--- config.mk ---
export PLATFORM = sky130hd
export DESIGN_NAME = imm_extend_pipe_flat
export DESIGN_NICKNAME = d
export VERILOG_FILES = /design/src/rtl/imm_pkg.sv /design/src/rtl/imm_extend_pipe_if.sv /design/src/rtl/imm_field_ext.sv /design/src/rtl/imm_extend_pipe.sv /design/src/flat_wrapper.sv
export SDC_FILE = /design/constraint.sdc
export NUM_CORES = 1
export LEC_CHECK = 0
export BUFFER_PORTS_ARGS = -buffer_cell sky130_fd_sc_hd__buf_2
export CAP_MARGIN = 40
export CORE_MARGIN = 5
export CORE_UTILIZATION = 35
export DETAILED_ROUTE_END_ITERATION = 8
export GPL_TIMING_DRIVEN = 0
export SLEW_MARGIN = 20
export SYNTH_ARGS = -nofsm -noshare
export SYNTH_HDL_FRONTEND = slang
export SYNTH_HIERARCHICAL = 1
export SYNTH_SLANG_ARGS = --single-unit
--- constraint.sdc ---
create_clock -name clk -period 1.9 [get_ports clk]
set_clock_uncertainty 0.1 [all_clocks]
set_input_delay 0.57 -clock clk [delete_from_list [all_inputs] [get_ports clk]]
set_output_delay 0.57 -clock clk [all_outputs]
set_load 0.005 [all_outputs]
--- src/rtl/imm_pkg.sv ---
// Shared decode types for the immediate extender and the control-unit decoder:
// instruction classes, prefix FSM states and the default opcode encodings.
package imm_pkg;

   localparam int                    IMM_OPC_W    = 4;
   localparam logic [IMM_OPC_W-1:0] IMM_LONG_OPC = 4'b0111;
   localparam logic [IMM_OPC_W-1:0] IMM_PFX_OPC  = 4'b0110;

   typedef enum logic [1:0] {SHORT, MID, LONG, PFX} imm_class_e;
   typedef enum logic       {IDLE, HELD}            pfx_state_e;

   // An opcode MSB of 1 always means SHORT, whatever the other opcodes are.
   function automatic imm_class_e classify(input logic [IMM_OPC_W-1:0] opc,
                                           input logic [IMM_OPC_W-1:0] long_opc,
                                           input logic [IMM_OPC_W-1:0] pfx_opc);
      if (opc[IMM_OPC_W-1]) return SHORT;
      if (opc == long_opc)  return LONG;
      if (opc == pfx_opc)   return PFX;
      return MID;
   endfunction

endpackage

--- src/rtl/imm_extend_pipe_if.sv ---
// Instruction-in / immediate-out valid-ready bundle of the immediate extender.
interface imm_extend_pipe_if #(
   parameter int WIDTH = 16
);
   logic             in_valid;
   logic             in_ready;
   logic [WIDTH-1:0] in_instr;
   logic             in_zext;
   logic             out_valid;
   logic             out_ready;
   logic [WIDTH-1:0] out_instr;
   logic [WIDTH-1:0] out_imm;
   logic             out_prefixed;

   modport master (
      output in_valid, in_instr, in_zext, out_ready,
      input  in_ready, out_valid, out_instr, out_imm, out_prefixed
   );

   modport slave (
      input  in_valid, in_instr, in_zext, out_ready,
      output in_ready, out_valid, out_instr, out_imm, out_prefixed
   );
endinterface

--- src/rtl/imm_field_ext.sv ---
// Combinational immediate builder: picks the class field and extends it with
// the held prefix payload, zeros, or the field's own sign bit.
module imm_field_ext
   import imm_pkg::*;
#(
   parameter int WIDTH   = 16,
   parameter int SHORT_W = 4,
   parameter int MID_W   = 8,
   parameter int LONG_W  = 12
) (
   input  logic [WIDTH-1:0]  instr,
   input  imm_class_e        cls,
   input  logic              zext,
   input  logic [LONG_W-1:0] pfx,
   input  logic              pfx_valid,
   output logic [WIDTH-1:0]  imm
);

   // The opcode bits never reach the immediate.
   logic unused_opc;
   assign unused_opc = ^instr[WIDTH-1:LONG_W];

   // NOTE: every output of a combinational block gets a default first, so no path can infer a latch.
   always_comb begin
      imm = '0;
      case (cls)
         SHORT: imm = pfx_valid
                    ? {pfx[WIDTH-SHORT_W-1:0], instr[SHORT_W-1:0]}
                    : {{(WIDTH-SHORT_W){!zext && instr[SHORT_W-1]}}, instr[SHORT_W-1:0]};
         MID:   imm = pfx_valid
                    ? {pfx[WIDTH-MID_W-1:0], instr[MID_W-1:0]}
                    : {{(WIDTH-MID_W){!zext && instr[MID_W-1]}}, instr[MID_W-1:0]};
         LONG:  imm = pfx_valid
                    ? {pfx[WIDTH-LONG_W-1:0], instr[LONG_W-1:0]}
                    : {{(WIDTH-LONG_W){!zext && instr[LONG_W-1]}}, instr[LONG_W-1:0]};
         default: imm = '0;
      endcase
   end

endmodule

--- src/rtl/imm_extend_pipe.sv ---
// Registered, valid/ready immediate extender with a one-deep prefix holder
// whose payload supplies the upper bits of the next immediate.
module imm_extend_pipe
   import imm_pkg::*;
#(
   parameter int                WIDTH       = 16,
   parameter int                OPC_W       = IMM_OPC_W,
   parameter int                SHORT_W     = 4,
   parameter int                MID_W       = 8,
   parameter int                LONG_W      = 12,
   parameter logic [OPC_W-1:0]  LONG_OPC    = IMM_LONG_OPC,
   parameter logic [OPC_W-1:0]  PFX_OPC     = IMM_PFX_OPC,
   parameter int                PFX_TIMEOUT = 7
) (
   input logic                clk,
   input logic                rst_n,
   input logic                flush,
   imm_extend_pipe_if.slave   bus
);

   localparam int TMR_W = (PFX_TIMEOUT > 1) ? $clog2(PFX_TIMEOUT) : 1;

   if (!(LONG_W >= WIDTH - SHORT_W && SHORT_W < MID_W && MID_W < LONG_W &&
         LONG_W < WIDTH && OPC_W == IMM_OPC_W)) begin : g_bad_widths
      $error("imm_extend_pipe: illegal field width parameters");
   end

   pfx_state_e        state_q, state_d;
   logic [TMR_W-1:0]  timer_q, timer_d;
   logic [LONG_W-1:0] pfx_q, pfx_d;
   logic              out_valid_q, out_valid_d;
   logic [WIDTH-1:0]  out_instr_q, out_instr_d;
   logic [WIDTH-1:0]  out_imm_q, out_imm_d;
   logic              out_prefixed_q, out_prefixed_d;

   imm_class_e        cls;
   logic [WIDTH-1:0]  imm;
   logic              accept;

   assign cls          = classify(bus.in_instr[WIDTH-1 -: OPC_W], LONG_OPC, PFX_OPC);
   assign bus.in_ready = !flush && (!out_valid_q || bus.out_ready);
   assign accept       = bus.in_valid && bus.in_ready;

   imm_field_ext #(
      .WIDTH   (WIDTH),
      .SHORT_W (SHORT_W),
      .MID_W   (MID_W),
      .LONG_W  (LONG_W)
   ) u_field_ext (
      .instr     (bus.in_instr),
      .cls       (cls),
      .zext      (bus.in_zext),
      .pfx       (pfx_q),
      .pfx_valid (state_q == HELD),
      .imm       (imm)
   );

   // An accept on the expiry cycle is taken before the timeout branch, so it still consumes the prefix.
   always_comb begin
      state_d        = state_q;
      timer_d        = timer_q;
      pfx_d          = pfx_q;
      out_valid_d    = out_valid_q && !bus.out_ready;
      out_instr_d    = out_instr_q;
      out_imm_d      = out_imm_q;
      out_prefixed_d = out_prefixed_q;

      if (flush) begin
         state_d     = IDLE;
         timer_d     = '0;
         out_valid_d = 1'b0;
      end else if (accept && cls == PFX) begin
         state_d = HELD;
         timer_d = '0;
         pfx_d   = bus.in_instr[LONG_W-1:0];
      end else if (accept) begin
         state_d        = IDLE;
         timer_d        = '0;
         out_valid_d    = 1'b1;
         out_instr_d    = bus.in_instr;
         out_imm_d      = imm;
         out_prefixed_d = (state_q == HELD);
      end else if (state_q == HELD && PFX_TIMEOUT != 0) begin
         if (timer_q == TMR_W'(PFX_TIMEOUT - 1)) begin
            state_d = IDLE;
            timer_d = '0;
            pfx_d   = '0;
         end else begin
            timer_d = timer_q + TMR_W'(1);
         end
      end
   end

   // NOTE: state registers use non-blocking assignments so every flop samples pre-edge values.
   always_ff @(posedge clk) begin
      if (!rst_n) begin
         state_q        <= IDLE;
         timer_q        <= '0;
         pfx_q          <= '0;
         out_valid_q    <= 1'b0;
         out_instr_q    <= '0;
         out_imm_q      <= '0;
         out_prefixed_q <= 1'b0;
      end else begin
         state_q        <= state_d;
         timer_q        <= timer_d;
         pfx_q          <= pfx_d;
         out_valid_q    <= out_valid_d;
         out_instr_q    <= out_instr_d;
         out_imm_q      <= out_imm_d;
         out_prefixed_q <= out_prefixed_d;
      end
   end

   assign bus.out_valid    = out_valid_q;
   assign bus.out_instr    = out_instr_q;
   assign bus.out_imm      = out_imm_q;
   assign bus.out_prefixed = out_prefixed_q;

endmodule

--- src/flat_wrapper.sv ---
// flat-port wrapper written by rule: the top's interface ports become plain ports
module imm_extend_pipe_flat import imm_pkg::*;
#(
   parameter int                WIDTH       = 16,
   parameter int                OPC_W       = IMM_OPC_W,
   parameter int                SHORT_W     = 4,
   parameter int                MID_W       = 8,
   parameter int                LONG_W      = 12,
   parameter logic [OPC_W-1:0]  LONG_OPC    = IMM_LONG_OPC,
   parameter logic [OPC_W-1:0]  PFX_OPC     = IMM_PFX_OPC,
   parameter int                PFX_TIMEOUT = 7
)
  (clk, rst_n, flush, bus_in_valid, bus_in_instr, bus_in_zext, bus_out_ready, bus_in_ready, bus_out_valid, bus_out_instr, bus_out_imm, bus_out_prefixed);
  imm_extend_pipe_if #(.WIDTH(WIDTH)) bus_i ();
  input logic clk;
  input logic rst_n;
  input logic flush;
  input wire logic [$bits(bus_i.in_valid)-1:0] bus_in_valid;
  input wire logic [$bits(bus_i.in_instr)-1:0] bus_in_instr;
  input wire logic [$bits(bus_i.in_zext)-1:0] bus_in_zext;
  input wire logic [$bits(bus_i.out_ready)-1:0] bus_out_ready;
  output wire logic [$bits(bus_i.in_ready)-1:0] bus_in_ready;
  output wire logic [$bits(bus_i.out_valid)-1:0] bus_out_valid;
  output wire logic [$bits(bus_i.out_instr)-1:0] bus_out_instr;
  output wire logic [$bits(bus_i.out_imm)-1:0] bus_out_imm;
  output wire logic [$bits(bus_i.out_prefixed)-1:0] bus_out_prefixed;
  assign bus_i.in_valid = bus_in_valid;
  assign bus_i.in_instr = bus_in_instr;
  assign bus_i.in_zext = bus_in_zext;
  assign bus_i.out_ready = bus_out_ready;
  assign bus_in_ready = bus_i.in_ready;
  assign bus_out_valid = bus_i.out_valid;
  assign bus_out_instr = bus_i.out_instr;
  assign bus_out_imm = bus_i.out_imm;
  assign bus_out_prefixed = bus_i.out_prefixed;
  imm_extend_pipe #(.WIDTH(WIDTH), .OPC_W(OPC_W), .SHORT_W(SHORT_W), .MID_W(MID_W), .LONG_W(LONG_W), .LONG_OPC(LONG_OPC), .PFX_OPC(PFX_OPC), .PFX_TIMEOUT(PFX_TIMEOUT)) u_core (.clk(clk), .rst_n(rst_n), .flush(flush), .bus(bus_i));
endmodule
### Yosys cells after proc, flatten, opt, wreduce, memory -nomap -nowiden

Cells that the tools add are included.

| storage, ports and cells | value |
|---|---|
| bits in registers | 50 |
| input port bits | 22 |
| output and inout bits | 35 |
| word-level logic and storage cells | 64 |

| cells by class | value |
|---|---|
| add/sub/neg operators | 1 |
| equal/unequal tests | 7 |
| multiplexer cells | 27 |
| bitwise logic cells | 3 |
| reduce and logical (&&, ||, !) cells | 19 |

Operators by type and width:

| operator | count |
|---|---|
| $mux W12 | 4 |
| $mux W16 | 3 |
| $pmux W16 S3 | 1 |
| $mux W1 | 12 |
| $mux W2 | 6 |
| $eq A4 B3 Y1 const B | 2 |
| $logic_and A1 B1 Y1 | 7 |
| $eq A2 B2 Y1 const B | 2 |
| $logic_not A1 Y1 | 4 |
| $reduce_and A4 Y1 | 1 |
| $reduce_bool A2 Y1 | 2 |
| $reduce_or A4 Y1 | 1 |
| $add A3 B1 Y3 const B | 1 |
| $eq A3 B3 Y1 const B | 1 |
| $mux W3 | 1 |
| $not A1 Y1 | 3 |
| $reduce_and A3 Y1 | 1 |
| $eq A2 B1 Y1 const B | 1 |
| $logic_not A2 Y1 | 1 |
| $ne A2 B2 Y1 const B | 1 |
| $reduce_or A2 Y1 | 1 |
| $logic_or A1 B1 Y1 | 1 |

### Logic depth before layout (Yosys ltp)

Gate-level depths: netlist (run 1).

| depth | value |
|---|---|
| depth in word-level cells | 12 |
| mapped depth | 8 |
| depth with buffers taken out | 7 |

### Cells and area by module

The synthesis (run 1) kept the hierarchy.

Modules (own cells, without submodules):

| module | times used | cells each | area an instance (sq um) | sequential area each (sq um) |
|---|---|---|---|---|
| imm_extend_pipe | 1 | 240 | 2233.4 | 1001.0 |
| imm_field_ext | 1 | 69 | 402.9 | 0.0 |

### Least setup slack after synthesis (run 1)

OpenSTA, ideal clock, no wires.

| path | value |
|---|---|
| path kind | input to register |
| start point | input bus_in_instr[13] |
| end point | register u_core.out_imm_q[12] (netlist: u_core/bus.out_imm[12]) |
| library setup time | 0.070 ns |
| arrival | 1.904 ns |
| required time | 1.730 ns |
| path slack | -0.174 ns |
| stages on the path | 7 |
| path buffers | 1 |
| cell sequence | a31oi_1 mux2i_1 or4_1 buf_2 o2111ai_1 nand4_1 a21oi_1 |

| between the ends | value |
|---|---|
| elaborated cells on any way between the ends | 20 |
| those cells by class | eq/ne: 5; mux: 11; bitwise: 1; reduce/logical: 3 |

RTL lines:

| what | line | text |
|---|---|---|
| from (decl) | flat_wrapper.sv:19 | `input wire logic [$bits(bus_i.in_instr)-1:0] bus_in_instr;` |
| $eq A4 B3 Y1 | imm_pkg.sv:18 | `if (opc == pfx_opc) return PFX;` |
| $mux W1 (2 in a row) | imm_pkg.sv:18 |  |
| $mux W1 | imm_pkg.sv:17 | `if (opc == long_opc) return LONG;` |
| $mux W2 | imm_pkg.sv:19 | `return MID;` |
| $mux W2 (*) | imm_pkg.sv:18 |  |
| $mux W2 (*) | imm_pkg.sv:17 |  |
| $eq A2 B2 Y1, or another cell as far along | imm_field_ext.sv:26 | `case (cls)` |
| $pmux W16 S3 (*) | imm_field_ext.sv:26 |  |
| via u_core.imm[12] | imm_extend_pipe.sv:37 | `logic [WIDTH-1:0] imm;` |
| to (signal assigned) | imm_extend_pipe.sv:110 | `out_imm_q <= out_imm_d;` |
| to (decl) | imm_extend_pipe.sv:33 | `logic [WIDTH-1:0] out_imm_q, out_imm_d;` |

Mark *: on every way through the listed nets, which the timed path passes. The rest lies on a longest branch. The select of a mux whose other input is x is not followed.
A chain may end at the register's enable or synchronous reset.

### Final worst setup path (run 1)

| path | value |
|---|---|
| start point | input bus_in_instr[14] |
| end point | register u_core.out_imm_q[13] (netlist: u_core/bus.out_imm[13]) |

| between the ends | value |
|---|---|
| elaborated cells on any way between the ends | 20 |
| those cells by class | eq/ne: 5; mux: 11; bitwise: 1; reduce/logical: 3 |

RTL lines:

| what | line | text |
|---|---|---|
| $eq A4 B3 Y1 | imm_pkg.sv:18 |  |
| $mux W1 (2 in a row) | imm_pkg.sv:18 |  |
| $mux W1 | imm_pkg.sv:17 |  |
| $mux W2 | imm_pkg.sv:19 |  |
| $mux W2 (*) | imm_pkg.sv:18 |  |
| $mux W2 (*) | imm_pkg.sv:17 |  |
| via u_core.cls[0] | imm_extend_pipe.sv:36 | `imm_class_e cls;` |
| $eq A2 B2 Y1, or another cell as far along | imm_field_ext.sv:26 |  |
| $pmux W16 S3 (*) | imm_field_ext.sv:26 |  |
| via u_core.imm[13] | imm_extend_pipe.sv:37 |  |

Marks and branches as above.

==> results of run 1 <==
-- sequential cells by signal, summed over array words and instances (netlist names) --
signal and cells:
u_core/bus.out_valid 1, u_core/bus.out_imm 16, u_core/bus.out_prefixed 1, u_core/state_q 1, u_core/pfx_q 12, u_core/timer_q 3, u_core/bus.out_instr 16
-- power groups by stage --
stage | clock network, W | registers (W) | logic, W
after detailed placement | 0 | 0.00112 | 0.000304
after floorplan | 0 | 0.00112 | 0.000167
final | 0.000695 | 0.00110 | 0.000338
after global placement | 0 | 0.00112 | 0.000301
after CTS | 0.000720 | 0.00110 | 0.000318
after global routing | 0.000762 | 0.00110 | 0.000369
-- worst max path at each step --
stage                              to             start  slack, ns  cells after the start
2_1_floorplan  u_core/bus.out_imm[12]  bus_in_instr[14]       0.01                      7
3_3_place_gp   u_core/bus.out_imm[15]  bus_in_instr[14]      -0.40                      8
3_5_place_dp   u_core/bus.out_imm[15]  bus_in_instr[14]      -0.42                      8
4_1_cts        u_core/bus.out_imm[13]  bus_in_instr[12]      -0.01                      8
5_1_grt        u_core/bus.out_imm[12]  bus_in_instr[14]      -0.07                      8
6_report       u_core/bus.out_imm[13]  bus_in_instr[14]      -0.02                      8
-- final cells by class --
type	instances	area (µm²)
Multi-Input combinational cell	209	1480
Sequential cell	50	1000
Buffer	38	216
Clock inverter	1	8.76
Inverter	10	37.5
Clock buffer	7	96.3
Fill cell	787	3970
Tap cell	99	124
Timing Repair Buffer	63	358
-- repair_timing --
item | 4_1_cts | 5_1_grt
buffers inserted | 0 | 7
endpoints found under the setup margin | 13 | 13
pin swaps | 6 | 8
hold endpoints to repair | 0 | 0
resized for setup | 14 | 19
-- layout by cell type, fill, tap and decap left out, types with 7 or more instances in the layout --
cell,Yosys,final
dfxtp_1,50,49
inv_1,10,10
buf_2,19,68
and2_1,8,8
o211ai_1,9,9
buf_4,6,14
clkbuf_1,12,9
nor2b_1,9,9
clkbuf_8,0,7
o31ai_1,32,32
o311ai_1,7,7
nand4_1,31,31
o2111ai_2,0,7
a21oi_1,36,35
o2bb2ai_1,12,12
nand2_1,12,12
o21ai_0,9,8
-- logic make-up (layout without fill, tap and decap cells) --
family | after synthesis | after routing
compound gates | 122 | 122
buf+inv | 50 | 119
simple gates | 85 | 85
mux | 1 | 1
flops | 50 | 50
xor+xnor | 1 | 1
-- worst min-delay path, stage by stage, from the launching register on --
cell,delay (ns)
dfxtp_1,0.32
o31ai_1,0.06
a21oi_1,0.05
-- through the flow --
| stage | utilization | cell area, µm² | power, W | cells |
|---|---|---|---|---|
| global placement | 0.419 | 3060 | 0.00142 | 464 |
| detailed placement | 0.419 | 3060 | 0.00142 | 464 |
| CTS | 0.441 | 3220 | 0.00213 | 470 |
| global route | 0.455 | 3320 | 0.00223 | 477 |
| finish | 0.455 | 3320 | 0.00213 | 477 |
| floorplan | - | 2650 | 0.00129 | 309 |
-- cell usage after synthesis (6+ instances only) --
| master | n |
|---|---|
| clkbuf_1 | 12 |
| a21oi_1 | 36 |
| o2bb2ai_1 | 12 |
| nand4_1 | 31 |
| inv_1 | 10 |
| o21ai_0 | 9 |
| dfxtp_1 | 50 |
| o211ai_1 | 9 |
| nor2b_1 | 9 |
| nor2_1 | 7 |
| nand2_1 | 12 |
| o311ai_1 | 7 |
| buf_2 | 19 |
| buf_4 | 6 |
| and2_1 | 8 |
| o2111ai_1 | 8 |
| o31ai_1 | 32 |
-- routing by layer --
metal	vias to the layer above	GRT usage
li1	1332	-
met1	1355	0.263
met2	90	0.273
met3	12	0.0295
met4	0	0.0497
met5	-	0
==> metrics.md, run 1 <==
| Metric | Value |
|---|---|
| Status | finished with violations |
| Failing checks | setup timing |
| Final setup TNS | -0.0156 ns |
| Syn nets | 331 |
| GP Congestion | 0.833 |
| Mux cell area share after synthesis | 0.00380 |
| Max clock buf depth | 2 |
| Share of layout cells above drive strength 1 | 0.296 |
| Routed WL | 8590 µm |
| Leakage Power | 1.27 nW |
| Worst path bufs/invs | 2 |
| Worst r2r dst | u_core/bus.out_imm[13] |
| Simple-gate share of the synthesized area | 0.195 |
| CP Launch Type | primary input |
| Slowest-stage cell, CP | or4_1 |
| DR pass1 iterations | 5 |
| Final worst-path setup slack | -0.0156 ns |
| Fmax | 522 MHz |
| # rows | 31 |
| Reg2reg start | u_core/state_q |
| Largest net degree at the start of global routing | 18 |
| Ys async rst share | 0 |
| R2R cell count | 5 |
| Clk_lat worst skew | 0.30 ns |
| Top sig layer | met4 |
| Die H | 96.8 µm |
| CTS Sinks | 50 |
| Clock-pin slew on the worst setup and hold paths | 0.09 ns |
| Flop2flop setup slack | 0.17 ns |
| Crit path required time | 2.04 ns |
| Post-route ant nets | 0 |
| Detailed Place HPWL | 6200 µm |
| Flop pwr share | 0.515 |
| Final Hold Vio Count | 0 |
| Main combinational cell family by area after synthesis | compound AO/OA/AOI/OAI gates |
| Fin Hold WS | 0.371 ns |
| Slew margin rel. | 0.648 |
| Total global routing track utilization | 0.180 |
| Seq cells post-synth | 50 |
| Initial antenna violation count | 0 |
| Hold buffer count at cts | 0 |
| Fin nets | 399 |
| Top Ports | 57 |
| Net Sw Frac | 0.273 |
| Comb power frac | 0.159 |
| Hold depth | 2 |
| Top post-synthesis cells by area | dfxtp_1, o31ai_1, nand4_1 |
| Seq/Total Area, Yosys | 0.380 |
| Port Buffer Count | 56 |
| Final setup violation count | 1 |
| Clock share of power | 0.326 |
| Worst-Margin Slew | 0.528 ns |
| Starting Density | 0.362 |
| Crit path largest cell delay | 0.43 ns |
| Synth Cell Area | 0.00264 mm² |
| Vias in the first global route | 2597 |
| Switching power | 0.000580 W |
| Max-Cap Viols | 0 |
| WP data arrival | 2.05 ns |
| Count of cell types in the netlist | 37 |
| GRT Residual Overflow | 0 |
| First-pass GRT wire length | 14100 µm |
| Synth top area share | 0.380 |
| Vias/cell | 5.85 |
| Area growth syn-to-layout | 25.9% |
| Critical-path maximum fanout | 8 |
| Hold crit path type | reg -> reg |
| Cts bufs inserted | 5 |
| Setup crit end kind | register |
| Worst slack at placement | -0.425 ns |
| Final Cycle Share | 1.01 |
| Delay-heaviest family, CP | simple AND/OR/NAND/NOR gates |
| RSZ-0062 raised after global routing | true |
| DR vias | 2789 |
| CTS H-tree depth | 2 |
| Core area | 0.00729 mm² |
| Peak supply drop | 0.000311 V |
| WS Path Type | in -> reg |
| Mean post-synth cell area | 8.53 µm² |
| Initial DRC Count | 224 |
| Power per standard cell area | 641 mW/mm² |
| # diodes | 0 |
| DR WL/cell | 18.0 µm |
| DRC viols | 0 |
| Synth warnings | 6 |
| Metal2 WL | 3880 µm |
| CP Cell Sequence | buf_8 > a31oi_4 > mux2i_1 > or4_1 > buf_6 > o2111ai_2 > nand4_1 > a21oi_1 |
| Wire length on met3 | 358 µm |
| Die area | 0.00937 mm² |
| Compound-gate portion of the synthesized area | 0.327 |
| Adder-cell share of the synthesized area | 0 |
| CTS tree | done |
| Cell count after synthesis | 309 |
| Synth Flop Type | dfxtp_1 |
| Worst Hold Path EP | u_core/bus.out_imm[10] |
| Slew Viols, Final | 0 |
| Met1 WL | 4210 µm |
| Die width | 96.8 µm |
| Min cycle time layout | 1.92 ns |
| Clock root buffer | clkbuf_8 |
| Cell-internal power | 0.00155 W |
| Number of synthesized flops with an enable pin | 0 |
| XOR/XNOR share of the synthesized area | 0.00332 |
| Hold Crit Start | u_core/bus.out_imm[10] |
| Synth area leader | dfxtp_1 |
Note: power is estimated with default switching activity, not from simulation.
==> run 2, diff against run 1 <==
CORE_UTILIZATION = 49   (was 35)
PLACE_DENSITY = 0.76   (was unset)
SKIP_LAST_GASP = 1   (was unset)
==> run 2 against run 1 <==
The run still ends with setup timing left. Largest power group unchanged. First-iteration DRC count up 5.8%. Largest cell class unchanged. Clock power down 14%. Register-to-register slack worse by 0.13 ns. Sequential share of layout area up 0.42 points. Highest routed layer unchanged. Critical endpoint unchanged. Sequential cell count unchanged. Maximum frequency down 1.4%. Die area down 26%.
==> metrics.md, run 2 (same netlist as run 1, synthesis figures left out) <==
| Metric | Value |
|---|---|
| Core area | 0.00517 mm² (-29%) |
| DR pass1 iterations | 5 (unchanged) |
| CTS H-tree depth | 2 (unchanged) |
| DRC viols | 0 (unchanged) |
| Share of layout cells above drive strength 1 | 0.294 (-0.00265) |
| Slew Viols, Final | 0 (unchanged) |
| Power per standard cell area | 621 mW/mm² (-3.2%) |
| Die area | 0.00695 mm² (-26%) |
| Final setup violation count | 4 (+3) |
| Total global routing track utilization | 0.229 (+0.0485) |
| Fin nets | 400 (+0.25%) |
| Hold crit path type | reg -> reg |
| Slowest-stage cell, CP | or4_1 |
| Initial antenna violation count | 0 (unchanged) |
| Routed WL | 8210 µm (-4.4%) |
| Leakage Power | 1.24 nW (-1.9%) |
| Worst slack at placement | -0.390 ns (+0.0350 ns) |
| Final Cycle Share | 1.02 (+0.0147) |
| DR vias | 2803 (+0.50%) |
| WS Path Type | in -> reg |
| Clock-pin slew on the worst setup and hold paths | 0.09 ns (about the same) |
| GP Congestion | 0.899 (+7.9%) |
| Area growth syn-to-layout | 24.2% |
| Detailed Place HPWL | 5800 µm (-6.5%) |
| Finished Layout Cells | 448 (-6.1%) |
| Vias in the first global route | 2603 (+0.23%) |
| Post-route ant nets | 0 (unchanged) |
| CTS Sinks | 50 (unchanged) |
| Hold buffer count at cts | 0 (unchanged) |
| CP Cell Sequence | buf_8 > a31oi_4 > mux2i_1 > or4_1 > buf_6 > o2111ai_1 > nand4_1 > a21oi_1 |
| Min cycle time layout | 1.94 ns (+0.0279 ns) |
| Initial DRC Count | 237 (+5.8%) |
| Starting Density | 0.510 (+0.148) |
| Fin Hold WS | 0.373 ns (+0.00170 ns) |
| Crit path required time | 2.04 ns (about the same) |
| RSZ-0062 raised after global routing | true |
| CP Launch Type | primary input |
| Failing checks | setup timing |
| Setup crit end kind | register |
| Status | finished with violations |
| Final worst-path setup slack | -0.0435 ns (-0.0279 ns) |
| Pwr Total | 0.00203 W (-4.5%) |
| Vias/cell | 6.26 (+7.0%) |
| Max clock buf depth | 2 (unchanged) |
| # rows | 26 (-16%) |
| CTS tree | done |
| Largest net degree at the start of global routing | 15 (-3) |
| Final Hold Vio Count | 0 (unchanged) |
| Top Ports | 57 (unchanged) |
| Die H | 83.4 µm (-14%) |
| Max-Cap Viols | 0 (unchanged) |
| Clk_lat worst skew | 0.30 ns (about the same) |
| First-pass GRT wire length | 13200 µm (-6.1%) |
| Crit path largest cell delay | 0.48 ns (+0.05 ns) |
| Worst-Margin Slew | 0.506 ns (-0.0217 ns) |
| Clock root buffer | clkbuf_8 |
| # diodes | 0 (unchanged) |
| WP data arrival | 2.08 ns (+0.03 ns) |
| Most frequent cells in the layout | buf_2, dfxtp_1, a21oi_1 |
| Worst path bufs/invs | 2 (unchanged) |
| Die width | 83.4 µm (-14%) |
| Fmax | 515 MHz (-1.4%) |
| Critical-path maximum fanout | 8 (unchanged) |
| Cts bufs inserted | 5 (unchanged) |
| Delay-heaviest family, CP | simple AND/OR/NAND/NOR gates |
| Port Buffer Count | 56 (unchanged) |
| Commonest non-fill, non-tap cell in the layout | buf_2 |
| Slew margin rel. | 0.663 (+0.0145) |
| Cell count after placement | 435 (-6.3%) |
| GRT Residual Overflow | 0 (unchanged) |
| DR WL/cell | 18.3 µm (+1.8%) |
| Peak supply drop | 0.000440 V (+42%) |
## run 2: cell count changes in the layout (fill, tap and decap cells not counted), sizes merged
cell	change
clkinv	-1
clkinvlp	+1
## run 2: worst register-to-register path: stages (launching register included)
cell and delay, ns:
dfxtp_2 0.38, clkbuf_4 0.20, or4_1 0.54, buf_6 0.17, o2111ai_1 0.12, nand4_1 0.13
a21oi_1 0.16
## run 2: path summary, 6_finish.rpt
check | to | slack (ns) | depth (start not counted) | start
worst max-delay path | u_core/bus.out_imm[13] | -0.04 | 8 | bus_in_instr[14]
worst min-delay path | u_core/bus.out_instr[3] | 0.37 | 2 | u_core/bus.out_instr[3]
worst max register to register | u_core/bus.out_imm[13] | 0.04 | 6 | u_core/state_q
worst min register to register | u_core/bus.out_instr[3] | 0.37 | 2 | u_core/bus.out_instr[3]
## run 2: metal layers
layer  vias to the layer above  track usage  wire length (µm)
met5                         -            0                 0
met4                         0       0.0505               154
met3                        16       0.0465               611
met2                       116        0.375              3850
met1                      1339        0.309              3590
li1                       1332            -                 -
## run 2: power breakdown
group          switching (W)  total, W  internal, W  leakage (nW)
Clock               0.000346  0.000599     0.000253        0.0373
Combinational       0.000202  0.000337     0.000135         0.798
Sequential         0.0000165   0.00110      0.00108         0.406
Total               0.000564   0.00203      0.00147          1.24
## run 2: layout make-up
cell class	count	area [µm²]
inverter	10	37.5
timing repair buffer	63	358
fill	446	1900
multi-input combinational	209	1490
buffer	39	219
tap	70	87.6
sequential	50	1000
clock inverter	1	7.51
clock buffer	6	72.6
## run 2: timing repair
action / 4_1_cts / 5_1_grt
gates resized for setup: 5 / 32
setup endpoints to repair: 10 / 12
setup buffers: 1 / 6
pin swaps: 1 / 9
## run 2: metrics by stage
stage / setup TNS, ns / util / cell area (µm²)
floorplan: 0 / - / 2650
global placement: -4.05 / 0.584 / 3020
detailed placement: -4.28 / 0.584 / 3020
CTS: -0.0685 / 0.603 / 3120
global route: -0.634 / 0.633 / 3270
finish: -0.0736 / 0.633 / 3270
